==> src/rtl/otter_intr_pkg.sv <==
// Shared definitions for the OTTER interrupt controller.
//   - intr_state_t : sequencing FSM state encoding
//   - *_OFS        : register byte offsets from the block base address
//   - cause_word() : packs the CAUSE register read value
package otter_intr_pkg;

    typedef enum logic [1:0] {IDLE, FIRE, WAIT_ACK, GAP} intr_state_t;

    localparam logic [31:0] ENABLE_OFS  = 32'd0;
    localparam logic [31:0] PENDING_OFS = 32'd4;
    localparam logic [31:0] CAUSE_OFS   = 32'd8;

    localparam int CAUSE_VALID_BIT = 31;

    function automatic logic [31:0] cause_word(input logic valid, input logic [2:0] id);
        logic [31:0] w;
        w = 32'd0;
        w[CAUSE_VALID_BIT] = valid;
        w[2:0] = id;
        return w;
    endfunction

endpackage

==> src/rtl/intr_prio_enc.sv <==
// Fixed-priority encoder: the lowest-index asserted request wins.
// Ports:
//   i_req : request vector
//   o_id  : index of the winning request (0 when none)
//   o_any : 1 when any request is asserted
module intr_prio_enc #(
    parameter int N = 4
) (
    input  logic [N-1:0] i_req,
    output logic [2:0]   o_id,
    output logic         o_any
);

    // Scan from the top down so the lowest set index is the last one written.
    always_comb begin
        o_id  = 3'd0;
        o_any = 1'b0;
        for (int i = N - 1; i >= 0; i--) begin
            if (i_req[i]) begin
                o_any = 1'b1;
                o_id  = 3'(i);
            end
        end
    end

endmodule

==> src/rtl/otter_intr_ctrl.sv <==
// Memory-mapped interrupt controller sharing the single OTTER_MCU INTR line
// between N_SRC rising-edge sources. Edges latch into PENDING, are masked by
// ENABLE, and the lowest-index request fires a PULSE_LEN-cycle INTR pulse.
// The controller then waits for software to clear (or disable) the source
// before a one-cycle gap and the next service.
//
// Ports:
//   CLK, RST    : clock, synchronous active-high reset
//   src_in      : raw interrupt source lines
//   IOBUS_ADDR  : MCU I/O address
//   IOBUS_OUT   : MCU write data
//   IOBUS_WR    : MCU write strobe
//   rd_data     : combinational read data for the mapped registers
//   rd_hit      : 1 when IOBUS_ADDR selects one of the three registers
//   INTR        : registered interrupt request to the MCU
//
// state    | meaning
// IDLE     | no interrupt in service, waiting for an enabled pending source
// FIRE     | INTR held high, counting down the pulse
// WAIT_ACK | pulse done, waiting for the serviced source to be cleared/disabled
// GAP      | one forced low cycle before the next interrupt may start
module otter_intr_ctrl
    import otter_intr_pkg::*;
#(
    parameter int          N_SRC     = 4,
    parameter logic [31:0] BASE_ADDR = 32'h1100E000,
    parameter int          PULSE_LEN = 4
) (
    input  logic             CLK,
    input  logic             RST,
    input  logic [N_SRC-1:0] src_in,
    input  logic [31:0]      IOBUS_ADDR,
    input  logic [31:0]      IOBUS_OUT,
    input  logic             IOBUS_WR,
    output logic [31:0]      rd_data,
    output logic             rd_hit,
    output logic             INTR
);

    logic [N_SRC-1:0] r_enable;
    logic [N_SRC-1:0] r_pending;
    logic [N_SRC-1:0] r_src_prev;
    logic             r_cause_valid;
    logic [2:0]       r_cause_id;
    intr_state_t      r_state;
    logic [3:0]       r_cnt;
    logic             r_intr;

    logic [N_SRC-1:0] w_edge;
    logic [N_SRC-1:0] w_req;
    logic [N_SRC-1:0] w_w1c;
    logic [N_SRC-1:0] w_svc_mask;
    logic             w_svc_active;
    logic [2:0]       w_sel_id;
    logic             w_sel_any;
    logic             w_hit_en;
    logic             w_hit_pend;
    logic             w_hit_cause;
    logic             w_unused_iobus;

    assign w_hit_en    = (IOBUS_ADDR == BASE_ADDR + ENABLE_OFS);
    assign w_hit_pend  = (IOBUS_ADDR == BASE_ADDR + PENDING_OFS);
    assign w_hit_cause = (IOBUS_ADDR == BASE_ADDR + CAUSE_OFS);
    assign rd_hit      = w_hit_en | w_hit_pend | w_hit_cause;

    // Only the low N_SRC bits of write data carry register content.
    assign w_unused_iobus = ^IOBUS_OUT[31:N_SRC];

    assign w_edge = src_in & ~r_src_prev;
    assign w_req  = r_pending & r_enable;
    assign w_w1c  = (IOBUS_WR && w_hit_pend) ? IOBUS_OUT[N_SRC-1:0] : '0;

    intr_prio_enc #(.N(N_SRC)) u_prio (
        .i_req (w_req),
        .o_id  (w_sel_id),
        .o_any (w_sel_any)
    );

    // One-hot of the in-service source; avoids indexing with a 3-bit id
    // into a vector that may be narrower than 8 bits.
    always_comb begin
        w_svc_mask = '0;
        for (int i = 0; i < N_SRC; i++) begin
            if (r_cause_id == 3'(i)) begin
                w_svc_mask[i] = 1'b1;
            end
        end
    end

    assign w_svc_active = |(w_req & w_svc_mask);

    always_comb begin
        rd_data = 32'd0;
        if (w_hit_en) begin
            rd_data[N_SRC-1:0] = r_enable;
        end else if (w_hit_pend) begin
            rd_data[N_SRC-1:0] = r_pending;
        end else if (w_hit_cause) begin
            rd_data = cause_word(r_cause_valid, r_cause_id);
        end
    end

    // src_prev tracks src_in even during reset so a line already high at
    // release does not look like a fresh edge.
    always_ff @(posedge CLK) begin
        r_src_prev <= src_in;
        if (RST) begin
            r_enable  <= '0;
            r_pending <= '0;
        end else begin
            if (IOBUS_WR && w_hit_en) begin
                r_enable <= IOBUS_OUT[N_SRC-1:0];
            end
            // Set after clear: an edge coinciding with a W1C is kept.
            r_pending <= (r_pending & ~w_w1c) | w_edge;
        end
    end

    always_ff @(posedge CLK) begin
        if (RST) begin
            r_state       <= IDLE;
            r_cnt         <= 4'd0;
            r_intr        <= 1'b0;
            r_cause_valid <= 1'b0;
            r_cause_id    <= 3'd0;
        end else begin
            case (r_state)
                IDLE: begin
                    r_intr <= 1'b0;
                    if (w_sel_any) begin
                        r_cause_valid <= 1'b1;
                        r_cause_id    <= w_sel_id;
                        r_cnt         <= 4'(PULSE_LEN - 1);
                        r_intr        <= 1'b1;
                        r_state       <= FIRE;
                    end
                end
                FIRE: begin
                    if (r_cnt == 4'd0) begin
                        r_intr  <= 1'b0;
                        r_state <= WAIT_ACK;
                    end else begin
                        r_cnt <= r_cnt - 4'd1;
                    end
                end
                WAIT_ACK: begin
                    r_intr <= 1'b0;
                    if (!w_svc_active) begin
                        r_cause_valid <= 1'b0;
                        r_state       <= GAP;
                    end
                end
                GAP: begin
                    r_intr  <= 1'b0;
                    r_state <= IDLE;
                end
                default: begin
                    r_intr  <= 1'b0;
                    r_state <= IDLE;
                end
            endcase
        end
    end

    assign INTR = r_intr;

endmodule

==> config.mk <==
export PLATFORM = sky130hd
export DESIGN_NAME = otter_intr_ctrl
export DESIGN_NICKNAME = d
export VERILOG_FILES = /design/src/rtl/otter_intr_pkg.sv /design/src/rtl/intr_prio_enc.sv /design/src/rtl/otter_intr_ctrl.sv
export SDC_FILE = /design/constraint.sdc
export NUM_CORES = 1
export LEC_CHECK = 0
export ABC_AREA = 1
export CAP_MARGIN = 20
export CORE_MARGIN = 5
export CORE_UTILIZATION = 30
export DETAILED_ROUTE_END_ITERATION = 6
export PLACE_DENSITY = 0.75
export SKIP_LAST_GASP = 1
export SLEW_MARGIN = 20
export SYNTH_ARGS = -nofsm -noshare
export SYNTH_HDL_FRONTEND = slang
export SYNTH_SLANG_ARGS = --single-unit
==> constraint.sdc <==
create_clock -name CLK -period 3 [get_ports CLK]
set_clock_uncertainty 0.2 [all_clocks]
set_input_delay 0.75 -clock CLK [delete_from_list [all_inputs] [get_ports CLK]]
set_output_delay 0.75 -clock CLK [all_outputs]
set_load 0.03 [all_outputs]
# Yosys cells after proc, flatten, opt, wreduce, memory -nomap -nowiden
# Index checks and enable logic that the tools add are counted.
# totals
register_bits,23
input_bits,71
output_inout_bits,34
wordCells,75
# classes
n_addsub,1
n_eq_ne,13
mux,31
bitwise_logic,9
n_reduce_logical,13
# ops
op,count
"== test 32 x 29 -> 1 bit, second input constant",3
2-to-1 mux 28 bit,2
2-to-1 mux 32 bit,1
2-to-1 mux 4 bit,5
bitwise AND 4 bit,4
2-to-1 mux 2 bit,7
2-to-1 mux 1 bit,12
AND reduction 3 bit,3
inverter 4 bit,2
one-hot mux 2 bit (4 select lines),1
one-hot mux 4 bit (2 select lines),1
"== test 3 x 2 -> 1 bit, second input constant",2
"!= test 2 bit, second input constant",3
"== test 2 bit, second input constant",2
zero test 4 bit,1
bitwise OR 4 bit,1
nonzero test 2 bit,2
OR reduction 4 bit,1
"subtractor 4 x 1 -> 4 bit, second input constant",1
"== test 3 x 1 -> 1 bit, second input constant",1
zero test 3 bit,1
one-hot mux 1 bit (3 select lines),1
"== test 2 x 1 -> 1 bit, second input constant",1
logical AND 1 bit,2
other kinds (6),7

# Logic depth before layout (Yosys ltp)
# Gate-level depths: netlist of the first run.
# logic_depth
word_depth,7
ltp_mapped,10
depth_no_buf,10

# Hierarchy
# From an unflattened synthesis of the first run, not the netlist that was laid out.
# hier_totals
cells_unflattened,267
area_unflattened_um2,1687.9
# modules_own_cells
mod,n_inst,cells_per_inst,area_each_um2,seq_area_each_um2
otter_intr_ctrl,1,257,1640.3,460.4
intr_prio_enc,1,10,47.5,0.0

# Worst setup path before layout of the first run
# OpenSTA, ideal clock, no wires.
# synth_timing
kind,input to output
startpoint,input port IOBUS_ADDR[11]
endpoint,output port rd_data[2]
t_arrival_ps,2048
t_required_ps,2050
slack_ps,2
path_stages,5
n_path_buf,0
path_cell_list,nor2_1 nand2_1 nor3_1 nand3_1 o21ai_0
# synth_via
elab_chain_len,4
word_cells_on_any_way,6
cone_classes,eq/ne (3); mux (3)
# synth_rtl
item,line_no,text
start: declaration,otter_intr_ctrl.sv:32,"input logic [31:0] IOBUS_ADDR,"
== test 32 x 29 -> 1 bit,otter_intr_ctrl.sv:63,assign w_hit_cause = (IOBUS_ADDR == BASE_ADDR + CAUSE_OFS);
2-to-1 mux 32 bit,otter_intr_ctrl.sv:98,end else if (w_hit_cause) begin
2-to-1 mux 4 bit,otter_intr_ctrl.sv:96,end else if (w_hit_pend) begin
2-to-1 mux 4 bit *,otter_intr_ctrl.sv:94,if (w_hit_en) begin
end: declaration,otter_intr_ctrl.sv:35,"output logic [31:0] rd_data,"
# Every way passes the cells marked *; elsewhere a longest branch is shown, timed or not.

# Worst setup path in the final report of the first run
# layout_timing
startpoint,input port IOBUS_ADDR[3]
endpoint,output port rd_data[0]
# The elaborated chain is that of the path after synthesis.

==> results of run 1 <==
-- registers in the layout, indices dropped and copies added, names as in the netlist --
name / count
r_state: 2
INTR: 1
r_src_prev: 4
r_pending: 4
r_cnt: 4
r_enable: 4
r_cause_valid: 1
r_cause_id: 2
-- power by group --
part           internal [W]  total (W)  switching (W)  leakage [nW]
clock network      0.000178   0.000272      0.0000940        0.0357
logic              0.000144   0.000374       0.000231         0.842
registers          0.000337   0.000356      0.0000190         0.180
total              0.000659    0.00100       0.000344          1.06
-- synthesized netlist by cell type, drive strengths merged (2+ instances only) --
library cell / n
buf: 27
o21ai: 10
inv: 30
nand2: 56
nor3: 6
nand4: 2
a21oi: 17
clkbuf: 2
a211oi: 2
nor2: 47
nand3: 16
ha: 5
dfxtp: 22
nor3b: 2
-- logic make-up after synthesis --
kind of cell	synth area share, %
buffers and inverters	20.7
and+or+nand+nor	37.2
DFF	28.3
AOI/OAI and AO/OA	9.63
adders and majority gates	4.01
other	0.241
-- per-stage QoR --
| stage | instances | utilization, % | worst slack, ps | hold slack [ps] |
|---|---|---|---|---|
| 4_1_cts | 384 | 44.0 | 4.50 | 283 |
| 3_3_place_gp | 371 | 40.8 | -329 | 264 |
| 2_1_floorplan | 273 | - | 1.69 | 252 |
| 5_1_grt | 385 | 42.7 | -10.5 | 310 |
| 6_report | 385 | 42.7 | 104 | 278 |
| 3_5_place_dp | 371 | 40.8 | -339 | 269 |
-- worst reg2reg max path: stages (launching register included) --
cell	delay [ps]
dfxtp_1	320
inv_1	110
ha_1	300
nand2_1	100
nand2_1	110
nand2_4	80
o21ai_0	130
nor3b_1	170
-- routing by layer --
layer	GRT usage [%]	vias up	share of wire [%]
met2	20.2	55	49
met3	2.74	4	10
li1	-	858	-
met4	3.49	0	0.99
met5	0	-	0
met1	12.4	732	40
-- area by class of cell --
type | instances | area [µm²]
Fill cell | 552 | 2910
Clock inverter | 1 | 30.0
Multi-Input combinational cell | 192 | 962
Sequential cell | 22 | 440
Timing Repair Buffer | 67 | 493
Tap cell | 70 | 87.6
Inverter | 30 | 113
Clock buffer | 3 | 41.3
-- final timing paths --
kind                                start                       to  slack (ps)  cells past startpoint
hold reg to reg     r_src_prev[0]$_DFF_P_  r_pending[0]$_SDFF_PP0_         280                      3
setup reg to reg  r_state[0]$_SDFFE_PP0P_    r_cnt[2]$_SDFFE_PP0P_        1410                      7
setup / recovery            IOBUS_ADDR[3]               rd_data[0]         100                     11
hold / removal      r_src_prev[0]$_DFF_P_  r_pending[0]$_SDFF_PP0_         280                      3
-- what timing repair did --
action                     in CTS  in global routing
setup buffers                   9                  1
pin swaps                      29                 33
gates cloned                    0                  0
gates resized for setup        52                 58
setup endpoints to repair       6                  9
==> impl_metrics.yaml, run 1 <==
placed_design:
  hpwlAfterDp_mm: 2.99
  io_buffers: 49
  postPlaceCellArea_um2: 2070
  gp_congestion: 0.769
timing:
  finalSetupViolations: 0
  fin_crit_sh_pct: 96.5
  fmax_mhz: 345
  final_max_slew_viol_count: 0
  post-route-min-period_ps: 2900
  tns_ps: 0
  hold_viol: 0
critical_path:
  crit_arrival_ps: 1950
  start_kind: "primary input"
  path_delay_family: "simple AND/OR/NAND/NOR gates"
  crit_buf_inv: 2
  max_stage_delay_ps: 210
  crit_slowest_cell: "clkdlybuf4s15_1"
  worstPathRequired_ps: 2050
  critPathMaxFanout: 5
  crit_top_cell: "nor2_1"
  cp-end-kind: "primary output"
  path_cells: "clkdlybuf4s15_1 > nor2_1 > nand2_2 > nor2_4 > nand2_2 > nor2_4 > nand2_1 > nand2_1 > nor2_1 > nor2_1 > buf_4"
  worstSetupPathType: "in -> out"
yosys:
  synth_cell_types: 22
  ys.flop_type: "dfxtp_1"
  synth_edf_count: 0
  synth_top_area_share_pct: 28.3
  netlist_area_um2: 1560
  synthCells: 247
  synth_area_leader_cell: "dfxtp_1"
  syn_area_per_cell_um2: 6.31
  asyncSetResetFlopFracSynth_pct: 0
  yosys_warnings: 0
  synth.area.top_cells: "dfxtp_1 (28%), buf_4 (13%), nand2_1 (13%), nor2_1 (10%), inv_1 (7.2%)"
  ys_seq_area_share_pct: 28.3
  ys_ff_latch: 22
global_route:
  grt_pass1_wl_mm: 5.95
  grt_usage_pct: 11.0
  grt_pass1_vias: 1432
  grt_max_degree: 14
  antenna_found_initial: 0
  grt_overflow: 0
clock_network:
  clk-insertion-delay-late_ps: 260
  clock-sinks: 22
  cts_tree: "built"
  cts-root-buf: "clkbuf_8"
  path_clk_slew_ps: 80
  htreeDepth: 1
  cts_hold_buffers: 0
  cts_buffer_depth: 2
  cts_buffers: 3
layout:
  layout.nets: 392
  layout_common_cells: "nand2_1 (49), nor2_1 (38), inv_1 (28)"
  final_common_cell: "nand2_1"
  fin_area_um2: 2170
  num_antenna_cells: 0
  drive_gt1_share_pct: 24.8
  areaGrowthSynthToFinish_pct: 39.0
min_path:
  hp-class: "reg -> reg"
flow_run:
  max-cap-violations: 0
detailed_routing:
  drt_iter0_drc: 20
  avgViaCountPerCell: 4.28
  post-route-drc-count: 0
  drtPass1Iterations: 4
  vias: 1649
  antenna_left: 0
  wl_per_cell_um: 9.73
  wl_mm: 3.75
floorplanning:
  core.rowCount: 26
  dieArea_um2: 6740
  start_util_pct: 30.7
  boundaryPins: 105
  core-area_um2: 5070
  die_w_um: 82.1
  die_h_um: 82.1
power_and_ir_drop:
  power.total_w: 0.00100
  ir_drop_mv: 0.276
  p_leak_nw: 1.06
  power_density_nw_per_um2: 463
outcome:
  outcome: "finished, final reports clean"
No activity file was read; power rests on OpenSTA's default activity.
==> run 2, diff against run 1 <==
CORE_UTILIZATION = 39   (was 30)
PLACE_DENSITY = 0.92   (was 0.75)
==> impl_metrics.yaml, run 2 (synthesis results as in run 1) <==
clock_network:
  cts_buffers: 3
  cts_hold_buffers: 0
  cts_buffer_depth: 2
  clk-insertion-delay-late_ps: 280
  htreeDepth: 1
  path_clk_slew_ps: 90
  cts-root-buf: "clkbuf_8"
  cts_tree: "built"
  clock-sinks: 22
layout:
  final_cells: 356
  num_antenna_cells: 0
  drive_gt1_share_pct: 20.9
  areaGrowthSynthToFinish_pct: 34.8
  layout_common_cells: "nand2_1 (50), nor2_1 (39), inv_1 (27), conb_1 (27), dfxtp_1 (22)"
  final_common_cell: "nand2_1"
  multi_input_area_um2: 957
  nFillCells: 380
  layout.nets: 383
  seqCellArea_um2: 440
detailed_routing:
  avgViaCountPerCell: 4.45
  wl_mm: 3.60
  antenna_left: 0
  drtPass1Iterations: 4
  vias: 1584
  wl_per_cell_um: 10.1
  drt_iter0_drc: 29
  post-route-drc-count: 0
critical_path:
  crit_arrival_ps: 1940
  worstPathRequired_ps: 2050
  critPathMaxFanout: 4
  start_kind: "primary input"
  path_delay_family: "simple AND/OR/NAND/NOR gates"
  crit_top_cell: "nor2_1"
  crit_buf_inv: 3
  worstSetupPathType: "in -> out"
  max_stage_delay_ps: 170
  crit_slowest_cell: "buf_4"
  path_cells: "clkdlybuf4s15_1 > nor2_1 > nand2_2 > buf_4 > nor3_2 > nand3_2 > nor2_1 > nor2_1 > nor2_1 > buf_4"
  cp-end-kind: "primary output"
placed_design:
  gp_congestion: 0.820
  hpwlAfterDp_mm: 2.92
  io_buffers: 49
  dp_cells: 349
floorplanning:
  start_util_pct: 39.5
  dieArea_um2: 5360
  boundaryPins: 105
  die_h_um: 73.2
  die_w_um: 73.2
  core.rowCount: 23
  core-area_um2: 3940
timing:
  fin_crit_sh_pct: 96.2
  hold_viol: 0
  post-route-min-period_ps: 2890
  grt_setup_unrepaired: "yes"
  finalSetupViolations: 0
  final_max_slew_viol_count: 0
  fmax_mhz: 346
  hold_ws_ps: 283
global_route:
  grt_usage_pct: 13.4
  grt_pass1_wl_mm: 5.80
  grt_pass1_vias: 1462
  grt_max_degree: 14
  antenna_found_initial: 0
  grt_overflow: 0
power_and_ir_drop:
  p_leak_nw: 1.02
  ir_drop_mv: 0.313
  power_density_nw_per_um2: 480
min_path:
  hp-class: "reg -> reg"
flow_run:
  max-cap-violations: 0
outcome:
  outcome: "finished, final reports clean"
==> run 2: changes by cell type in the layout (fill, tap and decap cells not counted), sizes merged <==
| cell | previous run | this run |
|---|---|---|
| buf | 24 | 17 |
| clkbuf | 28 | 22 |
| clkdlybuf4s15 | 4 | 10 |
| dlygate4sd2 | 3 | 1 |
==> run 2: through the flow <==
| stage | power [W] | worst slack (ps) | area (µm²) | TNS [ps] | util [%] |
|---|---|---|---|---|---|
| floorplan | 0.000660 | 1.69 | 1660 | 0 | - |
| global placement | 0.000726 | -306 | 2030 | -1330 | 51.5 |
| detailed placement | 0.000742 | -315 | 2030 | -1530 | 51.5 |
| CTS | 0.00101 | 0.977 | 2150 | 0 | 54.5 |
| global route | 0.00108 | -8.93 | 2100 | -8.93 | 53.3 |
| finish | 0.00101 | 114 | 2100 | 0 | 53.3 |
==> run 2: routing by layer <==
layer,part of all wire (%),vias up,wire (µm),track usage [%]
met4,1.8,0,65,6.76
li1,-,839,-,-
met5,0,-,0,0
met1,40,686,1440,15.0
met3,9.7,5,349,2.20
met2,49,54,1750,24.2
==> run 2: area by class of cell <==
cell class	instances	area share (%)
clock buffers	3	1.97
clock inverters	1	1.43
inverters	30	5.36
multi-input cells	192	45.6
flip-flops and latches	22	21.0
well taps	50	2.98
repair buffers	58	21.7
==> run 2: where the power goes <==
part	leakage (nW)	switching, W	internal, W
logic	0.808	0.000228	0.000141
registers	0.180	0.0000195	0.000337
clock network	0.0357	0.000104	0.000179
total	1.02	0.000351	0.000657
==> run 2: what timing repair did <==
action                     4_1_cts  5_1_grt
setup buffers                    2        1
setup endpoints to repair        6        5
resized for setup               62       47
cloned                           0        0
pin swaps                       34       35
==> run 2: path summary, 6_finish.rpt <==
check | slack [ps] | end | startpoint | cells past startpoint
max | 110 | rd_data[0] | IOBUS_ADDR[5] | 10
min | 280 | r_pending[3]$_SDFF_PP0_ | r_src_prev[3]$_DFF_P_ | 3
max reg2reg | 1410 | r_cnt[2]$_SDFFE_PP0P_ | r_state[0]$_SDFFE_PP0P_ | 7
min reg2reg | 280 | r_pending[3]$_SDFF_PP0_ | r_src_prev[3]$_DFF_P_ | 3
==> run 2: worst register-to-register path: cells and delay by family (launching register included) <==
| kind | cells | cell delay, ps |
|---|---|---|
| simple gates | 4 | 460 |
| flops | 1 | 320 |
| fa+ha+maj | 1 | 280 |
| compound gates | 1 | 140 |
| buf+inv | 1 | 110 |
==> run 3, diff against run 2 <==
ABC_AREA = not set   (was 1)
CORE_UTILIZATION = 38   (was 39)
PLACE_DENSITY = 0.91   (was 0.92)
==> impl_metrics.yaml, run 3 <==
clock_network:
  clock-sinks: 22
  htreeDepth: 1
  cts_hold_buffers: 0
  cts_buffer_depth: 2
  clk-insertion-delay-late_ps: 270
  cts-root-buf: "clkbuf_8"
  cts_tree: "built"
  path_clk_slew_ps: 80
  cts_buffers: 3
yosys:
  asyncSetResetFlopFracSynth_pct: 0
  synth_top_area_share_pct: 28.9
  synth_area_leader_cell: "dfxtp_1"
  synthCells: 179
  syn_area_per_cell_um2: 8.51
  synth.area.top_cells: "dfxtp_1 (29%), buf_4 (13%), mux2i_1 (7.2%), nand2_1 (5.7%), ha_1 (4.1%)"
  ys.flop_type: "dfxtp_1"
  netlist_area_um2: 1520
  synth_common_cells: "buf_4 (27), nand2_1 (23), dfxtp_1 (22)"
  yosysMostFrequentCell: "buf_4"
  ys_seq_area_share_pct: 28.9
  synth_edf_count: 0
  ys_ff_latch: 22
  yosys_warnings: 0
  synth_cell_types: 42
power_and_ir_drop:
  power.total_w: 0.000667
  p_leak_nw: 0.953
  power_density_nw_per_um2: 310
  ir_drop_mv: 0.384
floorplanning:
  core.rowCount: 23
  die_w_um: 73.3
  start_util_pct: 38.7
  core-area_um2: 3940
  boundaryPins: 105
  die_h_um: 73.3
  dieArea_um2: 5380
placed_design:
  dp_cells: 274
  io_buffers: 49
  postPlaceCellArea_um2: 2030
  hpwlAfterDp_mm: 3.04
  gp_congestion: 0.847
timing:
  fin_crit_sh_pct: 99.9
  tns_ps: 0
  hold_viol: 0
  grt_setup_unrepaired: "yes"
  maxSlewHeadroom_pct: 57.6
  post-route-min-period_ps: 3000
  worstMarginPinSlew_ps: 636
  final_max_slew_viol_count: 0
  finalSetupViolations: 0
  fmax_mhz: 334
critical_path:
  critPathMaxFanout: 8
  r2r_slack_ps: 1010
  reg2reg_depth: 6
  path_delay_family: "buffers and inverters"
  start_kind: "primary input"
  r2r_start: "r_cnt[0]$_SDFFE_PP0P_"
  cp-end-kind: "primary output"
  crit_buf_inv: 2
  worstSetupPathType: "in -> out"
  path_cells: "clkdlybuf4s50_1 > mux2i_1 > nor3_4 > buf_4"
  max_stage_delay_ps: 700
  worstPathRequired_ps: 2050
  crit_arrival_ps: 2050
  r2r_end: "r_cnt[3]$_SDFFE_PP0P_"
  crit_slowest_cell: "clkdlybuf4s50_1"
min_path:
  worstHoldPathCells: 2
  hp-start: "INTR$_SDFFE_PP0N_"
  hp-class: "reg -> reg"
  whs_endpoint: "INTR$_SDFFE_PP0N_"
layout:
  layout.nets: 320
  fin_area_um2: 2150
  fin_util_pct: 54.6
  final_cells: 293
  num_antenna_cells: 0
  final_common_cell: "conb_1"
  layout_common_cells: "conb_1 (27), buf_4 (24), nand2_1 (23)"
  drive_gt1_share_pct: 30.0
  areaGrowthSynthToFinish_pct: 41.3
global_route:
  use_met2_pct: 28.5
  grt_overflow: 0
  grt_use_met1_pct: 16.9
  grt_util_met3_pct: 4.51
  grt_max_degree: 22
  grt_pass1_wl_mm: 6.48
  busiest_layer: "met2"
  grt_pass1_vias: 1443
  grt_usage_pct: 15.3
  antenna_found_initial: 0
detailed_routing:
  wl_mm: 4.06
  antenna_left: 0
  drtPass1Iterations: 4
  avgViaCountPerCell: 4.89
  wl_per_cell_um: 13.9
  drt_iter0_drc: 81
  vias: 1432
  post-route-drc-count: 0
flow_run:
  max-cap-violations: 0
outcome:
  outcome: "finished, final reports clean"
==> run 3: cell types whose count changed after synthesis, moves of 5 or more <==
cell	delta
nor2_1	-33
nand2_1	-30
inv_1	-18
nand3_1	-14
mux2i_1	+11
a21oi_1	-10
nor4_1	+6
nor3_1	-5
==> run 3: stage by stage <==
stage / hold slack (ps) / setup WS, ps
after floorplan: 255 / -37.6
after global placement: 241 / -424
after detailed placement: 254 / -447
after CTS: 265 / 2.12
after global routing: 294 / -48.1
final: 267 / 2.32
==> run 3: worst max path at each step <==
stage | from | cells after the start | slack, ps | to
6_report | IOBUS_ADDR[2] | 4 | 2 | rd_data[2]
5_1_grt | IOBUS_ADDR[19] | 6 | -50 | rd_data[31]
3_3_place_gp | IOBUS_ADDR[16] | 6 | -420 | rd_data[31]
2_1_floorplan | IOBUS_ADDR[16] | 5 | -40 | rd_data[31]
3_5_place_dp | IOBUS_ADDR[23] | 6 | -450 | rd_data[31]
4_1_cts | IOBUS_ADDR[17] | 6 | 2 | rd_data[31]
==> run 3: what timing repair did <==
action,4_1_cts,5_1_grt
setup endpoints to repair,6,9
resized for setup,81,31
pin swaps,12,12
buffers inserted,14,1
==> run 3: worst register-to-register path: stages (launching register included) <==
cell	delay, ps
dfxtp_1	310
inv_1	80
ha_1	160
or3b_2	470
mux2i_1	350
nor4_1	100
o211a_1	210
==> run 3: layer usage <==
metal  vias to the layer above  share of wire (%)
li1                        695                  -
met1                       654                 36
met2                        73                 53
met3                        10                9.1
met4                         0                1.1
met5                         -                  0
==> run 3: logic make-up after synthesis <==
family | synth area share, %
other | 0.246
and+or+nand+nor | 27.6
AOI/OAI and AO/OA | 11.9
DFF | 28.9
adders and majority gates | 4.11
muxes | 8.70
buffers and inverters | 18.6
==> run 3: area by class of cell <==
type                       instances  area [µm²]
fill                             322        1790
multi-input combinational        137        1000
timing repair buffer              68         551
sequential                        22         440
tap                               50        62.6
clock buffer                       4        55.1
inverter                          12        45.0
==> run 3: where the power goes <==
group          switching [W]  internal [W]
Sequential        0.00000739      0.000300
Combinational      0.0000861     0.0000529
Clock               0.000103      0.000117
